--- src/rtl/ov7670_pkg.sv ---
// Shared definitions for the OV7670 / AL422B frame-FIFO read path.
//
// Contents:
//   rd_state_t   - read controller state encoding (IDLE, RST, READ, DONE)
//   RGB565 field positions inside a 16-bit pixel word
//   default frame geometry (QVGA)
//   cnt_w()      - counter width helper that never returns zero
package ov7670_pkg;

  typedef enum logic [1:0] {
    ST_IDLE = 2'd0,
    ST_RST  = 2'd1,
    ST_READ = 2'd2,
    ST_DONE = 2'd3
  } rd_state_t;

  // RGB565 layout; the first byte read from the FIFO lands in [15:8].
  localparam int RGB_R_MSB   = 15;
  localparam int RGB_R_LSB   = 11;
  localparam int RGB_G_MSB   = 10;
  localparam int RGB_G_LSB   = 5;
  localparam int RGB_B_MSB   = 4;
  localparam int RGB_B_LSB   = 0;
  localparam int HI_BYTE_LSB = 8;

  localparam int H_PIX_DEF   = 320;
  localparam int V_LINES_DEF = 240;

  // $clog2 of 1 is 0, which would give zero-width vectors.
  function automatic int cnt_w(input int n);
    return (n > 1) ? $clog2(n) : 1;
  endfunction

endpackage

--- src/rtl/ov7670_rclk_gen.sv ---
// FIFO read-clock generator.
//
// Produces FIFO_RCLK by toggling every RCLK_HALF system clocks while run is
// high. A low-to-high transition is only made when allow_rise is high; when
// it is blocked the clock stays low and the phase counter freezes at its
// terminal value, so the rise happens on the first edge it is allowed.
//
// Ports:
//   SYS_CLK    in   system clock
//   RST_N      in   synchronous active-low reset
//   run        in   generator enabled; low forces FIFO_RCLK low
//   allow_rise in   permission for the next rising edge
//   FIFO_RCLK  out  registered read clock to the AL422B
//   fall       out  high in the cycle whose closing edge drives FIFO_RCLK 1->0
module ov7670_rclk_gen
  import ov7670_pkg::*;
#(
  parameter int RCLK_HALF = 1
) (
  input  logic SYS_CLK,
  input  logic RST_N,
  input  logic run,
  input  logic allow_rise,
  output logic FIFO_RCLK,
  output logic fall
);

  localparam int              PH_W    = cnt_w(RCLK_HALF);
  localparam logic [PH_W-1:0] PH_LAST = PH_W'(RCLK_HALF - 1);

  logic [PH_W-1:0] phase;
  logic            phase_end;

  assign phase_end = (phase == PH_LAST);
  // Combinational so the consumer samples on the very edge that drops RCLK.
  assign fall      = run & FIFO_RCLK & phase_end;

  always_ff @(posedge SYS_CLK) begin
    if (!RST_N || !run) begin
      FIFO_RCLK <= 1'b0;
      phase     <= '0;
    end else if (phase_end) begin
      if (FIFO_RCLK) begin
        FIFO_RCLK <= 1'b0;
        phase     <= '0;
      end else if (allow_rise) begin
        FIFO_RCLK <= 1'b1;
        phase     <= '0;
      end
    end else begin
      phase <= phase + 1'b1;
    end
  end

endmodule

--- src/rtl/ov7670_fifo_read.sv ---
// Read-side controller for the AL422B frame FIFO.
//
// On each rising edge of WR_FRAME (with RD_EN high, while idle) the read
// pointer is reset, 2*H_PIX*V_LINES bytes are clocked out, paired into
// RGB565 pixels and offered on a valid/ready stream. R_IDLE is low for the
// whole frame and returns high once the last pixel has been accepted.
//
// Ports:
//   SYS_CLK    in   system clock (only clock)
//   RST_N      in   synchronous active-low reset
//   RD_EN      in   block enable, sampled only on a WR_FRAME rise
//   WR_FRAME   in   frame-written flag from the capture controller
//   FIFO_DATA  in   AL422B DO[7:0]
//   FIFO_RCLK  out  AL422B read clock
//   FIFO_RRST  out  AL422B read reset, active low
//   FIFO_OE    out  AL422B output enable, active low
//   PIX_DATA   out  RGB565 pixel, first FIFO byte in [15:8]
//   PIX_VALID  out  pixel valid
//   PIX_READY  in   downstream accept
//   PIX_SOF    out  first pixel of frame (with PIX_VALID)
//   PIX_EOL    out  last pixel of a line (with PIX_VALID)
//   R_IDLE     out  high when no frame read is in progress
module ov7670_fifo_read
  import ov7670_pkg::*;
#(
  parameter int H_PIX     = H_PIX_DEF,
  parameter int V_LINES   = V_LINES_DEF,
  parameter int RCLK_HALF = 1,
  parameter int RRST_CLKS = 2
) (
  input  logic        SYS_CLK,
  input  logic        RST_N,
  input  logic        RD_EN,
  input  logic        WR_FRAME,
  input  logic [7:0]  FIFO_DATA,
  output logic        FIFO_RCLK,
  output logic        FIFO_RRST,
  output logic        FIFO_OE,
  output logic [15:0] PIX_DATA,
  output logic        PIX_VALID,
  input  logic        PIX_READY,
  output logic        PIX_SOF,
  output logic        PIX_EOL,
  output logic        R_IDLE
);

  localparam int COL_W  = cnt_w(H_PIX);
  localparam int ROW_W  = cnt_w(V_LINES);
  localparam int RRST_W = cnt_w(RRST_CLKS);

  rd_state_t         state_q, state_d;
  logic              wr_frame_d;
  logic [RRST_W-1:0] rrst_cnt;
  logic [COL_W-1:0]  col;
  logic [ROW_W-1:0]  row;
  logic              byte_odd;
  logic              last_pix;
  logic [7:0]        hi_byte_p0;

  logic start, accept, fall, gen_run, allow_rise;
  logic rrst_last, col_last, row_last;

  assign start     = WR_FRAME & ~wr_frame_d & RD_EN;
  assign accept    = PIX_VALID & PIX_READY;
  assign rrst_last = (rrst_cnt == RRST_W'(RRST_CLKS - 1));
  assign col_last  = (col == COL_W'(H_PIX - 1));
  assign row_last  = (row == ROW_W'(V_LINES - 1));

  ov7670_rclk_gen #(
    .RCLK_HALF (RCLK_HALF)
  ) u_rclk_gen (
    .SYS_CLK    (SYS_CLK),
    .RST_N      (RST_N),
    .run        (gen_run),
    .allow_rise (allow_rise),
    .FIFO_RCLK  (FIFO_RCLK),
    .fall       (fall)
  );

  always_ff @(posedge SYS_CLK) begin
    if (!RST_N) state_q <= ST_IDLE;
    else        state_q <= state_d;
  end

  always_comb begin
    state_d    = state_q;
    gen_run    = 1'b0;
    allow_rise = 1'b0;
    case (state_q)
      ST_IDLE: if (start) state_d = ST_RST;
      ST_RST: begin
        gen_run    = 1'b1;
        allow_rise = 1'b1;
        if (fall && rrst_last) state_d = ST_READ;
      end
      ST_READ: begin
        gen_run    = 1'b1;
        // A rise with byte_odd=0 fetches a high byte, which starts a new
        // pixel: hold it off while one is still pending. After the final
        // pixel this also suppresses any further RCLK edge.
        allow_rise = byte_odd | ~PIX_VALID;
        if (accept && last_pix) state_d = ST_DONE;
      end
      ST_DONE: state_d = ST_IDLE;
      default: state_d = ST_IDLE;
    endcase
  end

  always_ff @(posedge SYS_CLK) begin
    if (!RST_N) begin
      wr_frame_d <= 1'b0;
      FIFO_RRST  <= 1'b1;
      FIFO_OE    <= 1'b1;
      PIX_DATA   <= '0;
      PIX_VALID  <= 1'b0;
      PIX_SOF    <= 1'b0;
      PIX_EOL    <= 1'b0;
      R_IDLE     <= 1'b1;
      rrst_cnt   <= '0;
      col        <= '0;
      row        <= '0;
      byte_odd   <= 1'b0;
      last_pix   <= 1'b0;
    end else begin
      wr_frame_d <= WR_FRAME;
      case (state_q)
        ST_IDLE: begin
          if (start) begin
            R_IDLE    <= 1'b0;
            FIFO_RRST <= 1'b0;
            FIFO_OE   <= 1'b1;
            rrst_cnt  <= '0;
          end
        end
        ST_RST: begin
          if (fall) begin
            if (rrst_last) begin
              FIFO_RRST <= 1'b1;
              FIFO_OE   <= 1'b0;
              rrst_cnt  <= '0;
              byte_odd  <= 1'b0;
              col       <= '0;
              row       <= '0;
            end else begin
              rrst_cnt <= rrst_cnt + 1'b1;
            end
          end
        end
        ST_READ: begin
          if (accept) begin
            PIX_VALID <= 1'b0;
            PIX_SOF   <= 1'b0;
            PIX_EOL   <= 1'b0;
          end
          // Byte capture -> pixel output stage
          if (fall) begin
            if (!byte_odd) begin
              byte_odd <= 1'b1;
            end else begin
              byte_odd  <= 1'b0;
              PIX_DATA  <= {hi_byte_p0, FIFO_DATA};
              PIX_VALID <= 1'b1;
              PIX_SOF   <= (col == '0) && (row == '0);
              PIX_EOL   <= col_last;
              last_pix  <= col_last && row_last;
              if (col_last) begin
                col <= '0;
                row <= row + 1'b1;
              end else begin
                col <= col + 1'b1;
              end
            end
          end
        end
        ST_DONE: begin
          FIFO_OE  <= 1'b1;
          R_IDLE   <= 1'b1;
          last_pix <= 1'b0;
        end
        default: ;
      endcase
    end
  end

  // FIFO byte -> high-byte holding stage
  always_ff @(posedge SYS_CLK) begin
    if (state_q == ST_READ && fall && !byte_odd) hi_byte_p0 <= FIFO_DATA;
  end

endmodule

--- config.mk ---
export PLATFORM = sky130hd
export DESIGN_NAME = ov7670_fifo_read
export DESIGN_NICKNAME = d
export VERILOG_FILES = /design/src/rtl/ov7670_pkg.sv /design/src/rtl/ov7670_rclk_gen.sv /design/src/rtl/ov7670_fifo_read.sv
export SDC_FILE = /design/constraint.sdc
export NUM_CORES = 1
export LEC_CHECK = 0
export ABC_CLOCK_PERIOD_IN_PS = 1890
export BUFFER_PORTS_ARGS = -buffer_cell sky130_fd_sc_hd__buf_2
export CAP_MARGIN = 40
export CORE_ASPECT_RATIO = 0.8
export CORE_UTILIZATION = 40
export DETAILED_ROUTE_END_ITERATION = 8
export PLACE_DENSITY = 0.59
export SKIP_LAST_GASP = 1
export SLEW_MARGIN = 20
export SYNTH_ARGS = -nofsm -noshare
export SYNTH_HDL_FRONTEND = slang
export SYNTH_SLANG_ARGS = --single-unit
--- constraint.sdc ---
create_clock -name SYS_CLK -period 1.89 [get_ports SYS_CLK]
set_clock_uncertainty 0.15 [all_clocks]
set_input_delay 0.0945 -clock SYS_CLK [delete_from_list [all_inputs] [get_ports SYS_CLK]]
set_output_delay 0.0945 -clock SYS_CLK [all_outputs]
set_load 0.1 [all_outputs]
==> metrics.txt <==
synthesized cell area=0.00261 mm2; final core utilization=62.5%; final net count=426; clk_lat worst skew=320 ps; Synth-to-Final Area Change=45.9%; Die Height=74.3 um; HP Class=input port to flip-flop; 1st-iter DRT viols=187; initial antenna violation count=0; TritonCTS clock tree=built; DR WL/cell=15.7 um; sequential element share of the synthesized area=between 40 and 50%; Chip Width=about 92 um; Main synth FF type=dfxtp_1; num ports=36; Syn Inst Count=302; Max IR drop VDD=0.793 mV; Cell Count, Final, Fillers Out=486; port bufs=35; final worst slack=-82.8 ps; final setup fails=14; Final Slew Violations=0; clk root buf=clkbuf_8; Post-synth EDFFs=8; Tot GR Track Use=22.5%; number of remaining DRC errors=0; GRT overflow=0; Synth cell types=55; CP Max Fanout=4; post-placement worst setup slack=-142 ps; clock slew at reported path FFs=around 100 ps; power per cell area=994 mW/mm2; fin crit share=104%; critical path launch point=state_q[0]$_SDFFE_PN0P_; Core Box Area=0.00610 mm2; row count=25; post-route minimum period=1970 ps; Req. time, crit path=1980 ps; drt total wl=7640 um; DIE AREA=0.00686 mm2; Crit. End Element=flip-flop; Max-Cap Viols=0; post-DP HPWL=between 4000 and 5000 um; status=finished with violations; CP startpoint kind=flip-flop; global-route wire length before repair=around 12000 um; fillcell total=~560; antenna diode count=0; Clock Sinks=between 50 and 60; vias in the first global route=2480; Warnings, synthesis=0; Fin Hold WS=slightly below 30 ps; initial core utilization=a little over two fifths; Max Buffers Root-to-Sink=2; Syn Area/Cell=8.65 um2; f_max=507 MHz; Cells after DPL=roughly 450; First-pass DRT Iterations=4; failing checks=setup timing; setup TNS=-776 ps; syn_nets=324; Hold Startpoint=RD_EN; RSZ-0062 raised after global routing=true; gpl congestion=0.810; Via density=5.39; CP Data Arrival Time=2070 ps; ys async rst share=0%; class of the most critical setup path=flip-flop to flip-flop; r2r startpoint=state_q[0]$_SDFFE_PN0P_; largest net degree at the start of global routing=19; Leakage=1.45 nW; share of cells above drive strength 1=38.5%; total CTS buffers=5; H-Tree Depth=2; FF+latch count, synth=between 50 and 60; final hold viol count=0; Routed Antenna Nets=0; DR vias=2620
==> cell usage after synthesis, types with 4 or more instances <==
| cell | number | share of area (%) |
|---|---|---|
| edfxtp_1 | 8 | 9.2 |
| and2_1 | 4 | 0.96 |
| o211ai_1 | 4 | 1.2 |
| a21oi_1 | 36 | 6.9 |
| nor2_1 | 10 | 1.4 |
| nand4_1 | 9 | 2.2 |
| or3_1 | 4 | 0.96 |
| inv_1 | 13 | 1.9 |
| nand3_1 | 11 | 2.1 |
| nand2_1 | 50 | 7.2 |
| dfxtp_1 | 47 | 36 |
| clkbuf_1 | 10 | 1.4 |
| o21ai_0 | 10 | 1.9 |
| nor4_1 | 4 | 0.96 |
| ha_1 | 9 | 4.3 |
| nand4b_1 | 4 | 1.3 |
| nand3b_1 | 4 | 1.2 |
| or4_1 | 8 | 2.3 |
| o31ai_1 | 8 | 2.3 |
==> where the power goes <==
part / switching (W) / leakage, nW / internal [W]
registers: 0.0000455 / 0.455 / 0.00123
logic: 0.000872 / 0.943 / 0.000838
clock network: 0.000402 / 0.0514 / 0.000396
==> timing repair <==
| item | CTS | global route |
|---|---|---|
| endpoints found under the setup margin | 31 | 34 |
| setup buffers | 11 | 5 |
| gates resized for setup | 17 | 32 |
| gates cloned | 0 | 0 |
| hold buffers | 10 | 0 |
| endpoints found under the hold margin | 18 | 0 |
| pin swaps | 10 | 15 |
==> registers in the layout, indices dropped and copies added (netlist names), 2 cells and up <==
signal / cells
hi_byte_p0: 8
row: 8
col: 9
PIX_DATA: 16
state_q: 2
==> worst max-delay path, stage by stage, from the launching register on <==
cell and delay, ps:
dfxtp_4 410, inv_6 50, ha_4 280, and3b_2 200, o211ai_1 170, or4_4 460, a211oi_2 180
==> final timing paths <==
| kind | to | slack [ps] | cells after the start |
|---|---|---|---|
| worst max-delay path | row[2]$_SDFFE_PN0P_ | -80 | 6 |
| worst min-delay path | FIFO_RRST$_SDFFE_PN1P_ | 30 | 4 |
| worst max register to register | row[2]$_SDFFE_PN0P_ | -80 | 6 |
| worst min register to register | PIX_DATA[2]$_SDFFE_PN0P_ | 310 | 2 |
==> cells by family (layout without fill, tap and decap cells) <==
logic type                 after synthesis  after routing  synth area share (%)
and+or+nand+nor                        130            130                  26.8
DFF                                     55             55                  45.2
other                                    1              1                 0.144
muxes                                    1              1                 0.383
AOI/OAI and AO/OA                       77             77                  18.4
buffers and inverters                   29            132                  4.74
adders and majority gates                9              9                  4.31
==> through the flow <==
step / cell area [um2] / total power, W
finish: 3810 / 0.00379
CTS: 3650 / 0.00359
floorplan: 2660 / 0.00197
global placement: 3270 / 0.00255
global route: 3810 / 0.00395
detailed placement: 3270 / 0.00257
==> routing by layer <==
layer | vias to the layer above | GRT usage, % | share of wire [%]
met5 | - | 0 | 0
met4 | 0 | 7.12 | 1.5
met3 | 12 | 3.58 | 4.0
met2 | 56 | 36.3 | 46
met1 | 1246 | 31.3 | 49
li1 | 1306 | - | -
==> placed cells by master, fill, tap and decap left out, types with 5 or more instances in the layout <==
cell type	instances
a21oi_1	30
a21oi_2	6
buf_2	35
buf_4	59
clkbuf_8	5
dfxtp_1	42
dlygate4sd3_1	10
edfxtp_1	8
ha_1	5
inv_1	11
nand2_1	49
nand3_1	11
nand4_1	9
nor2_1	8
o21ai_0	8
o31ai_1	5
or4_4	6
==> cell type report <==
cell class                      count  area (um2)  area share (%)
Clock buffer                        6        72.6            1.90
Clock inverter                      2        37.5           0.985
Inverter                           13        53.8            1.41
Multi-Input combinational cell    218        1510            39.7
Sequential cell                    55        1190            31.4
Tap cell                           81         101            2.66
Timing Repair Buffer              111         836            21.9
Note: power is estimated with default switching activity, not from simulation.
